$ cat src/rtl/sat_event_counter.sv
// rtl/sat_event_counter.sv - per-channel synchronized event counters with saturate/wrap and sticky overflow
module sat_event_counter #(
  parameter int NCH         = 4,
  parameter int WIDTH       = 2,
  parameter int MAX         = 2**WIDTH-1,
  parameter int SYNC_STAGES = 2,
  localparam int SELW       = (NCH > 1) ? $clog2(NCH) : 1
) (
  input  logic                 clk,
  input  logic                 rst,
  input  logic [NCH-1:0]       trig,
  input  logic                 en,
  input  logic [NCH-1:0]       clr,
  input  logic                 mode,
  input  logic [SELW-1:0]      sel,
  output logic [NCH*WIDTH-1:0] counts,
  output logic [WIDTH-1:0]     count_out,
  output logic [NCH-1:0]       sat,
  output logic [NCH-1:0]       ovf,
  output logic                 any_ovf
);

  localparam logic [WIDTH-1:0] MAX_W = WIDTH'(MAX);

  logic [SYNC_STAGES-1:0] r_sync [NCH];
  logic [NCH-1:0]         r_prev;
  logic [WIDTH-1:0]       r_cnt  [NCH];
  logic [NCH-1:0]         r_ovf;
  logic [NCH-1:0]         w_last;
  logic [NCH-1:0]         w_event;
  logic [WIDTH-1:0]       w_count_out;

  // Flops reset to 1 so a trig already high when rst releases is not seen as a rising edge.
  always_ff @(posedge clk or posedge rst) begin
    if (rst) begin
      for (int i = 0; i < NCH; i++) begin
        r_sync[i] <= '1;
      end
      r_prev <= '1;
    end else begin
      for (int i = 0; i < NCH; i++) begin
        r_sync[i] <= {r_sync[i][SYNC_STAGES-2:0], trig[i]};
      end
      r_prev <= w_last;
    end
  end

  always_comb begin
    w_last = '0;
    for (int i = 0; i < NCH; i++) begin
      w_last[i] = r_sync[i][SYNC_STAGES-1];
    end
  end

  assign w_event = w_last & ~r_prev;

  // Clear wins over a same-cycle event; events while disabled are simply dropped.
  always_ff @(posedge clk or posedge rst) begin
    if (rst) begin
      for (int i = 0; i < NCH; i++) begin
        r_cnt[i] <= '0;
      end
      r_ovf <= '0;
    end else begin
      for (int i = 0; i < NCH; i++) begin
        if (clr[i]) begin
          r_cnt[i] <= '0;
          r_ovf[i] <= 1'b0;
        end else if (en && w_event[i]) begin
          if (r_cnt[i] == MAX_W) begin
            r_ovf[i] <= 1'b1;
            if (mode) begin
              r_cnt[i] <= '0;
            end
          end else begin
            r_cnt[i] <= r_cnt[i] + WIDTH'(1);
          end
        end
      end
    end
  end

  always_comb begin
    counts = '0;
    sat    = '0;
    for (int i = 0; i < NCH; i++) begin
      counts[i*WIDTH +: WIDTH] = r_cnt[i];
      sat[i]                   = (r_cnt[i] == MAX_W);
    end
  end

  // Select values with no matching channel fall through to 0.
  always_comb begin
    w_count_out = '0;
    for (int i = 0; i < NCH; i++) begin
      if (sel == SELW'(i)) begin
        w_count_out = r_cnt[i];
      end
    end
  end

  assign count_out = w_count_out;
  assign ovf       = r_ovf;
  assign any_ovf   = |r_ovf;

endmodule

$ cat config.mk
export PLATFORM = sky130hd
export DESIGN_NAME = sat_event_counter
export DESIGN_NICKNAME = d
export VERILOG_FILES = /design/src/rtl/sat_event_counter.sv
export SDC_FILE = /design/constraint.sdc
export NUM_CORES = 1
export LEC_CHECK = 0
export CORE_MARGIN = 3
export CORE_UTILIZATION = 41
export DETAILED_ROUTE_END_ITERATION = 10
export PLACE_DENSITY = 0.83
export SLEW_MARGIN = 5
export SYNTH_ARGS = -nofsm -noshare
export SYNTH_HDL_FRONTEND = slang
export SYNTH_SLANG_ARGS = --single-unit
$ cat constraint.sdc
create_clock -name clk -period 1.5 [get_ports clk]
set_clock_uncertainty 0.15 [all_clocks]
set_input_delay 0.45 -clock clk [delete_from_list [all_inputs] [get_ports clk]]
set_output_delay 0.45 -clock clk [all_outputs]
set_load 0.05 [all_outputs]
Word level (Yosys, flattened, before mapping)
Index checks and enable logic that the tools add are counted.

Add/subtract/negate cells: 4. Equal/unequal tests: 11. Mux-type cells: 29. Bitwise operators: 2. Reduce and logical (&&, ||, !) cells: 22.

Operator list (count): $mux 2 (17); $reduce_and 2->1 (8); $reduce_bool 2->1 (8); $eq 2x2->1 const B (6); $mux 1 (12); $ne 3x3->1 const B (4); $add 2x1->2 const B (4); $and 4x4->4 (1); $logic_and 1x1->1 (4); $not 4->4 (1); $reduce_or 4->1 (1); $eq 2x1->1 const B (1); $logic_not 2->1 (1).

Register bits after elaboration: 24. Input bits: 14. Output and inout port bits: 19. Word-level logic and storage cells: 81.

Logic depth before layout (Yosys ltp)
Depth in word-level cells: 5. Mapped depth: 4. Gate-level depth less buffers: 4.

Worst setup path after synthesis
No wires, ideal clock.

Path kind: flip-flop to flip-flop. Start point: register r_cnt, in the netlist counts[0]. End point: register r_cnt, in the netlist counts[0]. Arrival time: 1.747 ns. Setup slack: -0.522 ns. Stages on the path, launching flop included: 4. Clock period less this slack: 2.022 ns. Cells stage by stage: dfrtp_1 > ha_1 > a211oi_4 > mux2_4.

Word-level cells in the longest chain between the ends: 4. Elaborated cells between the ends (all ways): 7. Those cells by class: add/sub (1); eq/ne (2); mux (3); reduce/logical (1).

Ends and longest elaborated chain: start: declaration (RTL line 27) `logic [WIDTH-1:0] r_cnt [NCH];`; start signal: indexed assignment (RTL line 76) `r_cnt[i] <= r_cnt[i] + WIDTH'(1);`; $eq 2x2->1 (*); via sat[0] (RTL line 18) `output logic [NCH-1:0] sat,`; $mux 2 (RTL line 70) `if (r_cnt[i] == MAX_W) begin`; $mux 2 (RTL line 69) `end else if (en && w_event[i]) begin`; $mux 2 (RTL line 66) `if (clr[i]) begin`.

The timed path passes the listed nets; every way through them passes the cells marked *. The select of a mux whose other input is x is not followed. A chain may end at the register's enable or synchronous reset.

Worst setup path in the final report
Start point: register r_ovf[2] (netlist: ovf[2]). End point: output any_ovf.

Word-level cells in the longest chain between the ends: 1.

Ends and longest elaborated chain: start: declaration (RTL line 28) `logic [NCH-1:0] r_ovf;`; start signal: assignment (RTL line 63) `r_ovf <= '0;`; start signal: indexed assignment (RTL line 68) `r_ovf[i] <= 1'b0;`; start signal: indexed assignment (RTL line 71) `r_ovf[i] <= 1'b1;`; $reduce_or 4->1 (RTL line 104) `assign any_ovf = |r_ovf;`; end: declaration (RTL line 20) `output logic any_ovf`.

Every way passes these cells.

==> reports/qor.txt <==
Switching Share: 26.6%
CP Max Fanout: 2
final worst slack: -0.561 ns
WL per Instance: 22.7 µm
io pins: 33
Longest Clk Path Bufs: 2
initial antenna violation count: 0
core region area: 2340 µm²
P_int: 0.000980 W
max-capacitance violation count: 0
die area: 3250 µm²
pre-CTS WS: -0.849 ns
Comb power frac: 20.8%
Final Cycle Share: 137%
CTS tree: done
Pre-antenna DRT Iters: 4
critical path's top delay family: simple AND/OR/NAND/NOR gates
Worst Hold Class: register to register
row count: 17
Max H-tree Level: 1
drt drc: 0
post-layout minimum cycle time: 2.06 ns
Mapped Area: 1070 µm²
syn_nets: 97
fraction of registers with async set/reset: 100%
Post-synth EDFFs: 0
I/O Buffers: 32
Sw Pwr: 0.000355 W
Fill cells: 80
CP startpoint: ovf[2]
Ant. Diodes: 0
Synth warnings: 0
synth cell count leaders: dfrtp_1, dfstp_2, inv_1, nor2_1, nand2b_1
Worst path slowest cell: or4_4
Max VDD drop: 655 µV
flops & latches, synth: 24
crit-path cells: or4_4 > buf_8
clock-pin slew of the registers on the worst-case setup and hold paths: 0.13 ns
layout cells sized above 1: 69.8%
Pleak: 0.909 nW
RR Startpoint: counts[6]
total power: 0.00133 W
total number of vias: 969
Worst-Skew Late Latency: 0.32 ns
sequential cell area fraction in the yosys report: 57.7%
antenna-violating nets left: 0
post-synth top area cell: dfstp_2
Setup CP Type: register to output pin
CTS buffer count: 3
DR vias/cell: 5.47
Root Buffer: clkbuf_4
status: finished with violations
reg-to-reg slack, setup: -0.21 ns
largest net degree at the start of global routing: 25
Fin. Hold Viols: 0
layout net count: 168
Worst Path Required: 0.90 ns
# setup viols final: 27
min-delay src: r_sync[6]
achievable frequency: 485 MHz
startpoint type of the worst setup path: register
Post-Syn Instances: 79
area share of the leading cell type in the synthesized netlist: 29.5%
All-Layer GR Usage: 20.7%
die span in y: 57.0 µm
violations in the final reports: negative setup slack
WP depth: 2
syn_area_per_cell: 13.5 µm²
cts hold-fix bufs: 0
synth unique cells: 23
unrepaired setup endpoints after global routing: true
drt first-iter violations: 13
CP peak stage delay: 0.54 ns
Pwr Density: 633 nW/µm²
critical path capture point: any_ovf
prevailing post-synth register cell: dfstp_2
DRT Wirelength: 4020 µm
worst slew pin tran: 0.269 ns
chip width: 57.0 µm
# clock sinks: 24
RD Place Congestion: 0.799
Rel. slew slack: 81.9%
global-route wire length before repair: 5130 µm
Initial Utilization: 45.6%
top cells by area, synth: dfstp_2, dfrtp_1, ha_1
Critical Path AT: 1.46 ns
clock share of power: 26.2%
CP endpoint kind: output pin
HPWL Detailed: 2050 µm
Congestion Overflow GR: 0
Reg2Reg Capture Point: counts[6]
Buf+Inv Stages, Crit Path: 1
Reg2Reg Depth: 6
vias in the first global route: 1,021
synth-to-layout area growth: 97.5%
sequential power share: 53.0%
max-slew violations: 0
## state kept, by name, indices dropped and copies added, names as in the netlist
register	count
r_sync	8
counts	8
r_prev	4
ovf	4
## per-layer routing
layer,routed length (µm),up-vias,part of all wire (%),track usage [%]
met3,208,8,5.2,3.39
li1,-,418,-,-
met4,74,0,1.8,8.28
met5,0,-,0,0
met2,2160,49,54,37.5
met1,1580,494,39,24.2
## metrics by stage
step                util, %  instances  hold WS (ns)  setup TNS [ns]  cell area [µm²]
floorplan                 -         79         0.195           -1.37             1110
global placement       76.5        160         0.195           -5.38             1790
detailed placement     76.5        160         0.197           -5.57             1790
CTS                    82.8        167         0.215           -4.80             1940
global route           90.1        177         0.222           -6.97             2110
finish                 90.1        177         0.215           -6.21             2110
## how the worst min path moves through the flow
stage / to / depth (start not counted)
2_1_floorplan: r_sync[1] / 0
3_3_place_gp: r_sync[1] / 0
3_5_place_dp: r_sync[7] / 0
4_1_cts: r_sync[7] / 0
5_1_grt: r_sync[3] / 0
6_report: r_sync[7] / 0
## layout by cell type (no fill, tap or decap), types with 2 or more instances in the layout
master / n
clkdlybuf4s50_1: 10
a21oi_4: 2
ha_4: 4
mux2i_1: 3
buf_8: 2
nand3b_1: 2
dfrtp_2: 11
buf_4: 10
buf_12: 17
dfstp_2: 12
clkbuf_4: 3
buf_6: 25
inv_1: 6
nor2b_1: 4
mux2_4: 3
dlygate4sd2_1: 2
mux4_2: 2
a41oi_1: 3
nand2b_1: 6
nor2_1: 7
## cells by family (layout without fill, tap and decap cells)
kind of cell | Yosys count | count (layout) | share of synthesized area [%]
AO/OA/AOI/OAI | 11 | 11 | 9.03
adder cells (fa/ha/maj) | 4 | 4 | 4.69
buffers and inverters | 8 | 78 | 3.52
flip-flops | 24 | 24 | 57.7
multiplexers | 8 | 8 | 10.6
AND/OR/NAND/NOR | 24 | 24 | 14.5
## power groups by stage
stage,combinational (W),sequential [W],clock (W)
6_report,0.000278,0.000708,0.000350
5_1_grt,0.000289,0.000709,0.000373
4_1_cts,0.000243,0.000702,0.000346
3_5_place_dp,0.000228,0.000712,0
3_3_place_gp,0.000219,0.000711,0
2_1_floorplan,0.0000697,0.000739,0
## worst reg2reg max path: stages (launching register included)
cell and delay (ns):
dfrtp_2 0.45, buf_6 0.14, ha_4 0.17, buf_6 0.12
buf_6 0.11, a21oi_4 0.17, mux2_4 0.31
## timing repair
item,4_1_cts,5_1_grt
gates resized for setup,27,28
setup endpoints to repair,25,27
gates cloned,0,0
buffers inserted,5,17
pin swaps,3,9
## layout make-up
cell class	instances	area, µm²	share of cell area [%]
Multi-Input combinational cell	47	526	24.9
Sequential cell	24	629	29.9
Tap cell	28	35.0	1.66
Timing Repair Buffer	67	856	40.6
Inverter	7	26.3	1.25
Clock buffer	4	36.3	1.72
Power figures use the tool's default switching activity.
